==> config.mk <==
export PLATFORM = sky130hd
export DESIGN_NAME = exmem_arbiter
export DESIGN_NICKNAME = d
export VERILOG_FILES = /design/src/rtl/exmem_arbiter.sv
export SDC_FILE = /design/constraint.sdc
export NUM_CORES = 1
export LEC_CHECK = 0
export CAP_MARGIN = 15
export CORE_AREA = 2 2 123 125
export DETAILED_ROUTE_END_ITERATION = 12
export DIE_AREA = 0 0 125 127
export PLACE_DENSITY = 0.69
export SLEW_MARGIN = 20
export SYNTH_ARGS = -nofsm -noshare
export SYNTH_HDL_FRONTEND = slang
export SYNTH_SLANG_ARGS = --single-unit
==> constraint.sdc <==
create_clock -name wb_clk_i -period 2.3 [get_ports wb_clk_i]
set_input_delay 0.46 -clock wb_clk_i [delete_from_list [all_inputs] [get_ports wb_clk_i]]
set_output_delay 0.46 -clock wb_clk_i [all_outputs]
set_load 0.02 [all_outputs]
==> src/rtl/exmem_arbiter.sv <==
// Two-master round-robin arbiter onto a single downstream memory port, with timeout abort.
// Latency: grant one cycle after valid; ack is combinational with s_ack or the timeout cycle.
// Backpressure: masters hold valid until ack; one request outstanding; IDLE gap after each completion.
module exmem_arbiter #(
  parameter int unsigned TIMEOUT  = 64,
  parameter logic [31:0] ERR_DATA = 32'hDEAD_BEEF
) (
  input  logic        wb_clk_i,
  input  logic        wb_rst_n,
  input  logic        m0_valid,
  input  logic        m0_we,
  input  logic [3:0]  m0_sel,
  input  logic [31:0] m0_dat_i,
  input  logic [31:0] m0_adr,
  output logic        m0_ack,
  output logic        m0_err,
  output logic [31:0] m0_dat_o,
  input  logic        m1_valid,
  input  logic        m1_we,
  input  logic [3:0]  m1_sel,
  input  logic [31:0] m1_dat_i,
  input  logic [31:0] m1_adr,
  output logic        m1_ack,
  output logic        m1_err,
  output logic [31:0] m1_dat_o,
  output logic        s_valid,
  output logic        s_we,
  output logic [3:0]  s_sel,
  output logic [31:0] s_dat_o,
  output logic [31:0] s_adr,
  input  logic        s_ack,
  input  logic [31:0] s_dat_i,
  output logic        busy
);

  localparam int unsigned CW = (TIMEOUT > 1) ? $clog2(TIMEOUT) : 1;

  typedef enum logic [1:0] {IDLE, GRANT0, GRANT1} state_t;

  state_t        r_state;
  state_t        w_next;
  logic          r_last_grant;
  logic [CW-1:0] r_cnt;
  logic          r_s_we;
  logic [3:0]    r_s_sel;
  logic [31:0]   r_s_dat;
  logic [31:0]   r_s_adr;

  logic w_busy;
  logic w_grant0;
  logic w_grant1;
  logic w_timeout;
  logic w_done;

  // A tie goes to whichever master was not served last.
  assign w_busy    = (r_state != IDLE);
  assign w_grant0  = (r_state == IDLE) && m0_valid && (!m1_valid || r_last_grant);
  assign w_grant1  = (r_state == IDLE) && m1_valid && (!m0_valid || !r_last_grant);
  // A real ack in the final cycle beats the timeout.
  assign w_timeout = w_busy && !s_ack && (r_cnt == CW'(TIMEOUT - 1));
  assign w_done    = w_busy && (s_ack || w_timeout);

  // State register.
  always_ff @(posedge wb_clk_i) begin
    if (!wb_rst_n) r_state <= IDLE;
    else           r_state <= w_next;
  end

  // Next-state: grant from IDLE, return to IDLE on ack or timeout.
  always_comb begin
    w_next = r_state;
    case (r_state)
      IDLE: begin
        if (w_grant0)      w_next = GRANT0;
        else if (w_grant1) w_next = GRANT1;
      end
      GRANT0, GRANT1: begin
        if (w_done) w_next = IDLE;
      end
      default: w_next = IDLE;
    endcase
  end

  // Latch the granted request, track last grant, and count cycles waiting for ack.
  always_ff @(posedge wb_clk_i) begin
    if (!wb_rst_n) begin
      r_last_grant <= 1'b1;
      r_cnt        <= '0;
      r_s_we       <= 1'b0;
      r_s_sel      <= '0;
      r_s_dat      <= '0;
      r_s_adr      <= '0;
    end else if (w_grant0) begin
      r_last_grant <= 1'b0;
      r_cnt        <= '0;
      r_s_we       <= m0_we;
      r_s_sel      <= m0_sel;
      r_s_dat      <= m0_dat_i;
      r_s_adr      <= m0_adr;
    end else if (w_grant1) begin
      r_last_grant <= 1'b1;
      r_cnt        <= '0;
      r_s_we       <= m1_we;
      r_s_sel      <= m1_sel;
      r_s_dat      <= m1_dat_i;
      r_s_adr      <= m1_adr;
    end else if (w_busy && !s_ack) begin
      r_cnt <= r_cnt + CW'(1);
    end
  end

  // Completion response to the granted master only; masked while reset is asserted.
  always_comb begin
    m0_ack   = 1'b0;
    m0_err   = 1'b0;
    m0_dat_o = '0;
    m1_ack   = 1'b0;
    m1_err   = 1'b0;
    m1_dat_o = '0;
    if (wb_rst_n && w_done) begin
      if (r_state == GRANT0) begin
        m0_ack   = 1'b1;
        m0_err   = !s_ack;
        m0_dat_o = s_ack ? s_dat_i : ERR_DATA;
      end else if (r_state == GRANT1) begin
        m1_ack   = 1'b1;
        m1_err   = !s_ack;
        m1_dat_o = s_ack ? s_dat_i : ERR_DATA;
      end
    end
  end

  assign s_valid = w_busy;
  assign busy    = w_busy;
  assign s_we    = r_s_we;
  assign s_sel   = r_s_sel;
  assign s_dat_o = r_s_dat;
  assign s_adr   = r_s_adr;

endmodule

-- Yosys cells after proc, flatten, opt, wreduce, memory -nomap -nowiden
Cells that the tools add are included.
- bits in registers: 78
- latch bits: 0
- memory bits (writable): 0
- ROM bits: 0
- logic and storage cells: 65
- memories: 0
- add/subtract/negate cells: 1
- $mul: 0
- divide/modulo/power cells: 0
- $lt $le $gt $ge: 0
- equality and inequality tests: 5
- shift-type cells: 0
- multiplexer cells: 30
- bitwise operators: 1
- reductions and logical operators: 21
- operators by type and width (kind ; number):
    $mux W32 ; 10
    $mux W1 ; 14
    $logic_and A1 B1 Y1 ; 8
    $mux W4 ; 2
    $add A6 B1 Y6 const B ; 1
    $eq A6 B6 Y1 const B ; 1
    $mux W2 ; 3
    $logic_not A1 Y1 ; 4
    $pmux W2 S2 ; 1
    $reduce_bool A2 Y1 ; 2
    $logic_or A1 B1 Y1 ; 3
    $ne A3 B3 Y1 const B ; 1
    $reduce_or A3 Y1 ; 1
    $eq A2 B1 Y1 const B ; 1
    $eq A2 B2 Y1 const B ; 1
    $logic_not A2 Y1 ; 1
    $ne A2 B2 Y1 const B ; 1
    $reduce_and A2 Y1 ; 1
    $reduce_or A2 Y1 ; 1
    $not A1 Y1 ; 1

-- Longest topological paths before layout
Gate-level depths: netlist of the first run.
- depth after elaboration: 7
- mapped depth: 10

-- Worst setup path after synthesis of the first run
OpenSTA, ideal clock, no wires.
- kind: register to output
- from: reg r_state[0]
- to: out m1_dat_o[10]
- arrival time: 1.725 ns
- required time: 1.840 ns
- setup slack: 0.115 ns
- stages on the path, launching flop included: 10
- buffers on the path: 3
- path through: dfxtp_1 -> inv_1 -> ha_1 -> buf_2 -> nor2b_2 -> nand2_1 -> or3_1 -> buf_6 -> buf_12 -> nor2_2
- longest elaborated chain between the ends: 7
- elaborated cells on any way between the ends: 11
- RTL lines (element ; line ; text):
    start, declared ; 40 ; state_t r_state;
    start signal, assigned ; 66 ; else r_state <= w_next;
    $reduce_bool A2 Y1 ; 56 ; assign w_busy = (r_state != IDLE);
    $logic_and A1 B1 Y1 (2 in series) ; 60 ; assign w_timeout = w_busy && !s_ack && (r_cnt == CW'(TIMEOUT - 1));
    $logic_or A1 B1 Y1 ; 61 ; assign w_done = w_busy && (s_ack || w_timeout);
    $logic_and A1 B1 Y1 ; 61 ;
    $logic_and A1 B1 Y1 ; 120 ; if (wb_rst_n && w_done) begin
    $mux W32 * ; 120 ;
    end, declared ; 25 ; output logic [31:0] m1_dat_o,
Every way passes the cells marked *; elsewhere a longest branch is shown, timed or not.

-- Final worst setup path of the first run
- from: reg r_state[0]
- to: out m1_dat_o[18]
Same word-level chain as after synthesis.

==> impl_summary.txt, run 1 <==
----------------------------------------------------
[Outcome]
  Run status ... finished with violations
  Violated checks ... setup timing

[Floorplanning]
  Effective utilization at floorplan ... 27.2%
  Placeable core region ... 14400 µm²
  Row count ... 44
  Total die area ... 15900 µm²
  Y dimension of the die ... 127 µm
  Top-Level Pins ... 314
  Horizontal die dimension ... 125 µm

[Yosys]
  Largest cells by area after synthesis ... sky130_fd_sc_hd__dfxtp_1 40%, sky130_fd_sc_hd__mux2i_1 18%, sky130_fd_sc_hd__o21ai_0 9.2%
  Count of flip-flops with a built-in enable after synthesis ... 0
  #FFs+latches synth ... 78
  Syn Nets ... 643
  Sequential element share of the synthesized area ... 39.8%
  Count of warnings emitted by yosys ... 0
  Most instantiated flip-flop cell in the synthesis netlist ... sky130_fd_sc_hd__dfxtp_1
  Yosys cell types ... 34
  Async set-reset flop share out of synthesis ... 0%
  Syn Std Cell Area ... 3920 µm²
  Mapped Avg Cell Area ... 8.45 µm²
  Cell count after synthesis ... 464
  Post-synthesis cell type with the largest combined area ... sky130_fd_sc_hd__dfxtp_1
  Proportion of netlist area held by the largest area contributor ... 39.8%

[Worst hold path]
  Count of cells along the worst hold path ... 2
  Worst Hold Class ... flop to flop
  Worst Hold Path EP ... s_adr[0]
  Startpoint of the lowest-slack hold path ... s_adr[0]

[STA]
  Worst-case clock skew ... 0.0129 ns
  Max-slew violation count ... 0
  Final hold violation count ... 0
  Final setup slack of the worst path ... -0.183 ns
  Unrepaired setup endpoints after global routing ... yes
  Final Setup Violations ... 51
  Fin crit share ... 108%
  Total negative slack ... -5.11 ns
  Clock period minus worst slack ... 2.48 ns
  Post-Route Hold Slack ... 0.450 ns
  Highest achievable clock rate ... 403 MHz
  Worst-Margin Slew ... 0.474 ns
  Normalized max-slew margin ... 68.4%

[Worst setup path]
  Slack of the worst reg-to-reg path ... 0.42 ns
  Critical Path End Type ... primary output
  Critical path type ... flop to primary output
  Worst setup path start ... r_state[0]
  Reg2Reg Capture Point ... s_dat_o[6]
  Beginning of the worst register-to-register path ... r_state[0]
  Crit path arrival time ... 2.02 ns
  Kind of launch point of the worst setup path ... flop
  Worst EP required ... 1.84 ns
  FF-to-FF path depth ... 9
  CP max FO ... 6

[Clocking]
  Clock-pin transition on the worst setup and hold timing paths ... 0.06 ns
  Cell at the root of the clock tree ... sky130_fd_sc_hd__clkbuf_16
  Maximum clock insertion buffer count ... 2
  Clock tree from TritonCTS ... done
  Number of sinks driven by the clock tree ... 78
  Total clock buffers created by CTS ... 9
  Hold_buf cts ... 0
  Clock Latency Late Sink ... 0.33 ns
  H-Tree Depth ... 3

[Place]
  Placed Instance Area ... 7390 µm²
  Final GP Congestion ... 0.880
  Sum of net half-perimeters after detailed placement ... 11.4 mm
  Number of port buffers ... 313

[Routing]
  Total vias in the final route ... 4567
  Post-detailed-routing wire length ... 16.0 mm
  First DRT Iteration DRCs ... 104
  Residual DRC ... 0
  Via density per instance ... 4.59
  Average detailed-routed wire length per instance ... 16.1 µm
  Number of iterations in the first detailed-routing pass ... 4
  Count of nets left with antenna violations after detail routing ... 0

[Power]
  Final Total Pwr ... 6.79 mW
  Power density of the placed cells ... 809 nW/µm²
  Peak supply drop ... 0.404 mV
  LEAKAGE ... 3.35 nW

[Final layout]
  Synthesis-to-layout area growth ... 114%
  Share of post-route cells with drive strength above 1 ... 25.9%
  Fin nets ... 984
  Final Cell Area ... 8400 µm²

[Global route]
  Via count of the first global-routing pass ... 4722
  Total global routing overflow ... 0
  Pin count of the biggest net entering global routing ... 70
  Aggregate global-route resource usage ... 18.6%
  Wire length of the first global-routing pass ... 23.9 mm
  Initial antenna violation count ... 1

[Flow run]
  Reported max-cap violation count ... 0

----------------------------------------------------
-- how the worst max path moves through the flow --
stage              endpoint  cells after the start  slack [ns]
2_1_floorplan  m1_dat_o[10]                      9        0.12
3_3_place_gp   m1_dat_o[31]                      7       -0.58
6_report       m1_dat_o[18]                      9       -0.18
5_1_grt        m0_dat_o[18]                      9       -0.24
4_1_cts        m1_dat_o[21]                      8       -0.15
3_5_place_dp   m1_dat_o[31]                      7       -0.60
-- cell families (layout without fill, tap and decap cells) --
kind of cell	Yosys count	in the layout	synth area share (%)
adders and majority gates	4	4	1.28
muxes	69	69	17.6
and+or+nand+nor	191	191	23.9
other	0	1	0
DFF	78	78	39.8
buffers and inverters	36	382	5.43
AOI/OAI and AO/OA	81	81	10.8
xor gates and xnor gates	5	5	1.12
-- repair_timing --
| item | CTS | global route |
|---|---|---|
| setup endpoints to repair | 70 | 70 |
| setup buffers | 8 | 5 |
| resized for setup | 409 | 101 |
| gates cloned | 5 | 1 |
| pin swaps | 11 | 28 |
-- layer usage --
layer	GRT usage [%]	part of all wire (%)	vias to the layer above
met3	5.53	8.7	34
met1	18.6	35	2071
met2	34.8	52	233
met5	0	0	-
li1	-	-	2229
met4	10.0	3.8	0
-- through the flow --
stage               instances  util, %  setup slack [ns]
floorplan                 464        -             0.115
global placement          961     51.2            -0.583
detailed placement        961     51.2            -0.603
CTS                       990     56.0            -0.151
global route              995     58.2            -0.239
finish                    995     58.2            -0.183
-- critical path, stage by stage, from the launching register on --
cell	delay [ns]
sky130_fd_sc_hd__dfxtp_2	0.34
sky130_fd_sc_hd__inv_2	0.05
sky130_fd_sc_hd__ha_4	0.16
sky130_fd_sc_hd__nor2b_4	0.11
sky130_fd_sc_hd__nand2_2	0.06
sky130_fd_sc_hd__or3_4	0.43
sky130_fd_sc_hd__buf_6	0.16
sky130_fd_sc_hd__buf_16	0.15
sky130_fd_sc_hd__nor2_4	0.10
sky130_fd_sc_hd__buf_6	0.13
-- cells in the mapped netlist, drive strengths merged (2+ instances only) --
cell	number
dfxtp	78
ha	4
o211ai	2
buf	17
nor2	59
mux2i	69
inv	4
nor2b	28
a21oi	2
clkbuf	15
o21ai	72
nand4	2
and2	17
xor2	4
nand2	77
and3	3
-- sequential cells by signal, summed over array words and instances, names as in the netlist --
| register | count |
|---|---|
| s_adr | 32 |
| r_last_grant | 1 |
| r_cnt | 6 |
| r_state | 2 |
| s_sel | 4 |
| s_we | 1 |
| s_dat_o | 32 |
-- final cells by class --
| cell class | count | area [µm²] |
|---|---|---|
| flip-flops and latches | 78 | 1570 |
| diodes | 1 | 2.50 |
| fillers | 1239 | 6020 |
| multi-input cells | 350 | 2540 |
| inverters | 4 | 17.5 |
| well taps | 184 | 230 |
| repair buffers | 362 | 3730 |
| clock inverters | 5 | 63.8 |
| clock buffers | 11 | 243 |
-- layout by cell type (no fill, tap or decap), types with 4 or more instances in the layout --
cell,instances
sky130_fd_sc_hd__and2_1,8
sky130_fd_sc_hd__and2_4,8
sky130_fd_sc_hd__buf_12,8
sky130_fd_sc_hd__buf_4,34
sky130_fd_sc_hd__buf_6,62
sky130_fd_sc_hd__clkbuf_16,10
sky130_fd_sc_hd__clkbuf_2,8
sky130_fd_sc_hd__clkdlybuf4s50_1,241
sky130_fd_sc_hd__dfxtp_1,74
sky130_fd_sc_hd__mux2i_1,69
sky130_fd_sc_hd__nand2_1,76
sky130_fd_sc_hd__nor2_1,8
sky130_fd_sc_hd__nor2_4,49
sky130_fd_sc_hd__nor2b_1,26
sky130_fd_sc_hd__o21ai_0,72
sky130_fd_sc_hd__xor2_1,4
-- report_power, final --
part / leakage [nW] / total [mW] / internal [mW] / switching, mW
Combinational: 2.56 / 3.37 / 1.67 / 1.70
Clock: 0.147 / 1.45 / 0.882 / 0.572
Sequential: 0.645 / 1.97 / 1.77 / 0.206
(Power assumes the default switching activity.)
==> inputs of run 2 (changes only) <==
--- a/config.mk
+++ b/config.mk
@@ -6,10 +6,10 @@
 export NUM_CORES = 1
 export LEC_CHECK = 0
 export CAP_MARGIN = 15
-export CORE_AREA = 2 2 123 125
+export CORE_AREA = 2 2 121 123
 export DETAILED_ROUTE_END_ITERATION = 12
-export DIE_AREA = 0 0 125 127
-export PLACE_DENSITY = 0.69
+export DIE_AREA = 0 0 123 125
+export PLACE_DENSITY = 0.71
 export SLEW_MARGIN = 20
 export SYNTH_ARGS = -nofsm -noshare
 export SYNTH_HDL_FRONTEND = slang
==> constraint.sdc (replaced) <==
create_clock -name wb_clk_i -period 2.9 [get_ports wb_clk_i]
set_input_delay 0.58 -clock wb_clk_i [delete_from_list [all_inputs] [get_ports wb_clk_i]]
set_output_delay 0.58 -clock wb_clk_i [all_outputs]
set_load 0.02 [all_outputs]
==> run 2 against run 1 <==
  * The flow now finishes without violations
  * Register-to-register slack gained 0.47 ns
  * Cell count shrank 2.3%
  * Critical path depth shrank 2
  * Total power shrank 24%
  * Routed wire length shrank 11%
  * Hold slack is essentially flat
  * Final area shrank 11%
  * Clock-buffer cell count shrank 1
  * Non-clock buffer count shrank 22
  * Largest cell class unchanged
==> impl_summary.txt, run 2 (same netlist as run 1, synthesis figures left out) <==
----------------------------------------------------
[Floorplanning]
  Effective utilization at floorplan ... 27.6% (+0.42 points)
  Placeable core region ... 14200 µm² (-1.5%)
  Total die area ... 15400 µm² (-3.1%)
  Horizontal die dimension ... 123 µm (-1.6%)
  Top-Level Pins ... 314 (unchanged)
  Y dimension of the die ... 125 µm (-1.6%)
  Row count ... 44 (unchanged)

[Worst setup path]
  CP max FO ... 25 (+19)
  Beginning of the worst register-to-register path ... r_state[1]
  Cell Chain, Critical Path ... clkdlybuf4s50_1 -> nor2b_2 -> nand2_1 -> or3_1 -> buf_12 -> nor2_2 -> clkdlybuf4s15_1
  Worst EP required ... 2.32 ns (+0.48 ns)
  FF-to-FF path depth ... 8 (-1)
  Critical path type ... primary input to primary output
  Largest delay share family, worst path ... buffers and inverters
  Crit path arrival time ... 2.23 ns (+0.21 ns)
  Critical Path End Type ... primary output
  Buf+Inv Stages, Crit Path ... 3 (-1)
  Highest-delay cell along the critical path ... sky130_fd_sc_hd__clkdlybuf4s50_1
  Slowest Stage Delay on Critical Path ... 0.49 ns (+0.06 ns)
  Kind of launch point of the worst setup path ... primary input
  Reg2Reg Capture Point ... s_dat_o[13]
  Slack of the worst reg-to-reg path ... 0.89 ns (+0.47 ns)

[Flow run]
  Reported max-cap violation count ... 0 (unchanged)

[Clocking]
  Clock tree from TritonCTS ... done
  Clock-pin transition on the worst setup and hold timing paths ... 0.07 ns (about the same)
  Cell at the root of the clock tree ... sky130_fd_sc_hd__clkbuf_16
  Number of setup buffers added after CTS ... 0 (-8)
  H-Tree Depth ... 3 (unchanged)
  Total clock buffers created by CTS ... 9 (unchanged)
  Maximum clock insertion buffer count ... 2 (unchanged)
  Number of sinks driven by the clock tree ... 78 (unchanged)
  Hold_buf cts ... 0 (unchanged)
  Clock Latency Late Sink ... 0.33 ns (about the same)

[Global route]
  Total global routing overflow ... 0 (unchanged)
  Via count of the first global-routing pass ... 4383 (-7.2%)
  Aggregate global-route resource usage ... 18.0% (-0.60 points)
  Pin count of the biggest net entering global routing ... 44 (-37%)
  Initial antenna violation count ... 0 (-1)
  Wire length of the first global-routing pass ... 21.6 mm (-9.5%)

[Place]
  Post-Place Setup Slack ... -0.324 ns (+0.279 ns)
  Final GP Congestion ... 0.787 (-11%)
  Number of port buffers ... 313 (unchanged)
  Post-placement cell count ... 956 (-0.52%)
  Placed Instance Area ... 7340 µm² (-0.68%)
  Sum of net half-perimeters after detailed placement ... 12.0 mm (+5.4%)

[STA]
  Clock period minus worst slack ... 2.81 ns
  Fin crit share ... 97.0%
  Highest achievable clock rate ... 356 MHz
  Total negative slack ... 0 ns (+5.11 ns)
  Final hold violation count ... 0 (unchanged)
  Max-slew violation count ... 0 (unchanged)
  Worst-Margin Slew ... 0.467 ns (-0.00698 ns)
  Unrepaired setup endpoints after global routing ... no
  Final Setup Violations ... 0 (-100%)
  Normalized max-slew margin ... 68.8% (+0.46 points)
  Worst-case clock skew ... 0.00898 ns (-0.00388 ns)
  Final setup slack of the worst path ... 0.0882 ns (+0.271 ns)

[Final layout]
  Synthesis-to-layout area growth ... 90.8%
  Commonest non-fill, non-tap cells in the layout ... 246 x sky130_fd_sc_hd__clkdlybuf4s50_1, 78 x sky130_fd_sc_hd__dfxtp_1, 77 x sky130_fd_sc_hd__nand2_1
  Share of post-route cells with drive strength above 1 ... 12.2% (-14 points)
  Final Cell Area ... 7480 µm² (-11%)
  Fin nets ... 962 (-2.2%)
  Final Non-Filler Cells ... 972 (-2.3%)
  Antenna diode count ... 0 (-1)
  Area taken by multi-input logic gates ... 2160 µm² (-15%)
  Finished Core Util ... 52.7% (-5.6 points)
  Area of all sequential standard cells ... 1560 µm² (-0.48%)
  Number of fillers in the final layout ... 1306 (+5.4%)
  Leading cell type in the layout, fill and taps excluded ... sky130_fd_sc_hd__clkdlybuf4s50_1

[Power]
  Peak supply drop ... 0.315 mV (-22%)
  Power density of the placed cells ... 686 nW/µm² (-15%)
  LEAKAGE ... 3.10 nW (-7.6%)

[Routing]
  Via density per instance ... 4.45 (-3.1%)
  Residual DRC ... 0 (unchanged)
  Total vias in the final route ... 4321 (-5.4%)
  Number of iterations in the first detailed-routing pass ... 4 (unchanged)
  Count of nets left with antenna violations after detail routing ... 0 (unchanged)
  Post-detailed-routing wire length ... 14.3 mm (-11%)
  Average detailed-routed wire length per instance ... 14.7 µm (-8.5%)
  First DRT Iteration DRCs ... 82 (-21%)

[Outcome]
  Run status ... complete, no violations

[Worst hold path]
  Count of cells along the worst hold path ... 2 (unchanged)
  Worst Hold Path EP ... s_adr[28]
  Worst Hold Class ... flop to flop
  Startpoint of the lowest-slack hold path ... s_adr[28]

----------------------------------------------------
==> run 2: changes by cell type in the layout (fill, tap and decap cells not counted), moves of 4 or more <==
cell and change:
sky130_fd_sc_hd__dfxtp_1 +4, sky130_fd_sc_hd__buf_12 -4, sky130_fd_sc_hd__nor2_4 -43, sky130_fd_sc_hd__clkdlybuf4s50_1 +5
sky130_fd_sc_hd__clkdlybuf4s15_1 +16, sky130_fd_sc_hd__nor2_2 +13, sky130_fd_sc_hd__dlygate4sd2_1 +22, sky130_fd_sc_hd__buf_4 -10
sky130_fd_sc_hd__nor2_1 +30, sky130_fd_sc_hd__clkbuf_2 +18, sky130_fd_sc_hd__and2_1 +8, sky130_fd_sc_hd__buf_6 -62
sky130_fd_sc_hd__and2_4 -8
==> run 2: worst reg2reg max path, stage by stage (launching register included) <==
cell                      delay, ns
sky130_fd_sc_hd__dfxtp_1       0.31
sky130_fd_sc_hd__inv_1         0.10
sky130_fd_sc_hd__ha_1          0.19
sky130_fd_sc_hd__buf_4         0.16
sky130_fd_sc_hd__nand2_1       0.10
sky130_fd_sc_hd__nor2_4        0.39
sky130_fd_sc_hd__buf_12        0.27
sky130_fd_sc_hd__mux2i_1       0.27
sky130_fd_sc_hd__o21ai_0       0.10
==> run 2: power breakdown <==
group,internal [mW],total [mW],switching (mW)
Clock,0.617,1.09,0.472
Sequential,1.40,1.57,0.167
Combinational,1.21,2.48,1.27
Total,3.22,5.13,1.91
==> run 2: stage by stage <==
stage	total power [mW]	hold WS, ns
after floorplan	2.86	0.466
after global placement	4.07	0.435
after detailed placement	4.12	0.441
after CTS	5.21	0.455
after global routing	5.43	0.476
final	5.13	0.450
==> run 2: layout make-up <==
cell class,count,share of cell area (%)
repair buffers,340,43.1
multi-input cells,350,28.9
flip-flops and latches,78,20.9
clock buffers,10,3.20
well taps,184,3.08
clock inverters,6,0.703
inverters,4,0.201
==> run 2: worst max-delay path by stage <==
stage,start,to,slack (ns),cells after the start
after detailed placement,wb_rst_n,m1_dat_o[14],-0.32,8
after CTS,wb_rst_n,m1_err,0.003,7
final,wb_rst_n,m1_dat_o[16],0.09,7
after global placement,wb_rst_n,m1_dat_o[17],-0.29,8
after floorplan,r_state[0],m1_dat_o[10],0.60,9
after global routing,r_cnt[0],m0_dat_o[2],0.002,8
==> run 2: layer usage <==
metal / global-route usage (%) / part of all wire, % / up-vias
met4: 5.15 / 0.77 / 0
met1: 17.4 / 36 / 1934
met3: 4.52 / 8.5 / 6
met2: 36.5 / 55 / 196
li1: - / - / 2185
met5: 0 / 0 / -
==> run 2: timing repair <==
item / in CTS / in global routing
gates cloned: 0 / 0
setup endpoints to repair: 66 / 42
gates resized for setup: 68 / 68
==> inputs of run 3 (changes only) <==
--- a/config.mk
+++ b/config.mk
@@ -10,7 +10,7 @@
 export DETAILED_ROUTE_END_ITERATION = 12
 export DIE_AREA = 0 0 123 125
 export PLACE_DENSITY = 0.71
-export SLEW_MARGIN = 20
+export SLEW_MARGIN = 15
 export SYNTH_ARGS = -nofsm -noshare
 export SYNTH_HDL_FRONTEND = slang
 export SYNTH_SLANG_ARGS = --single-unit
==> results of run 3 <==
Same layout as run 2: the final DEF is identical, and so are final timing and power.
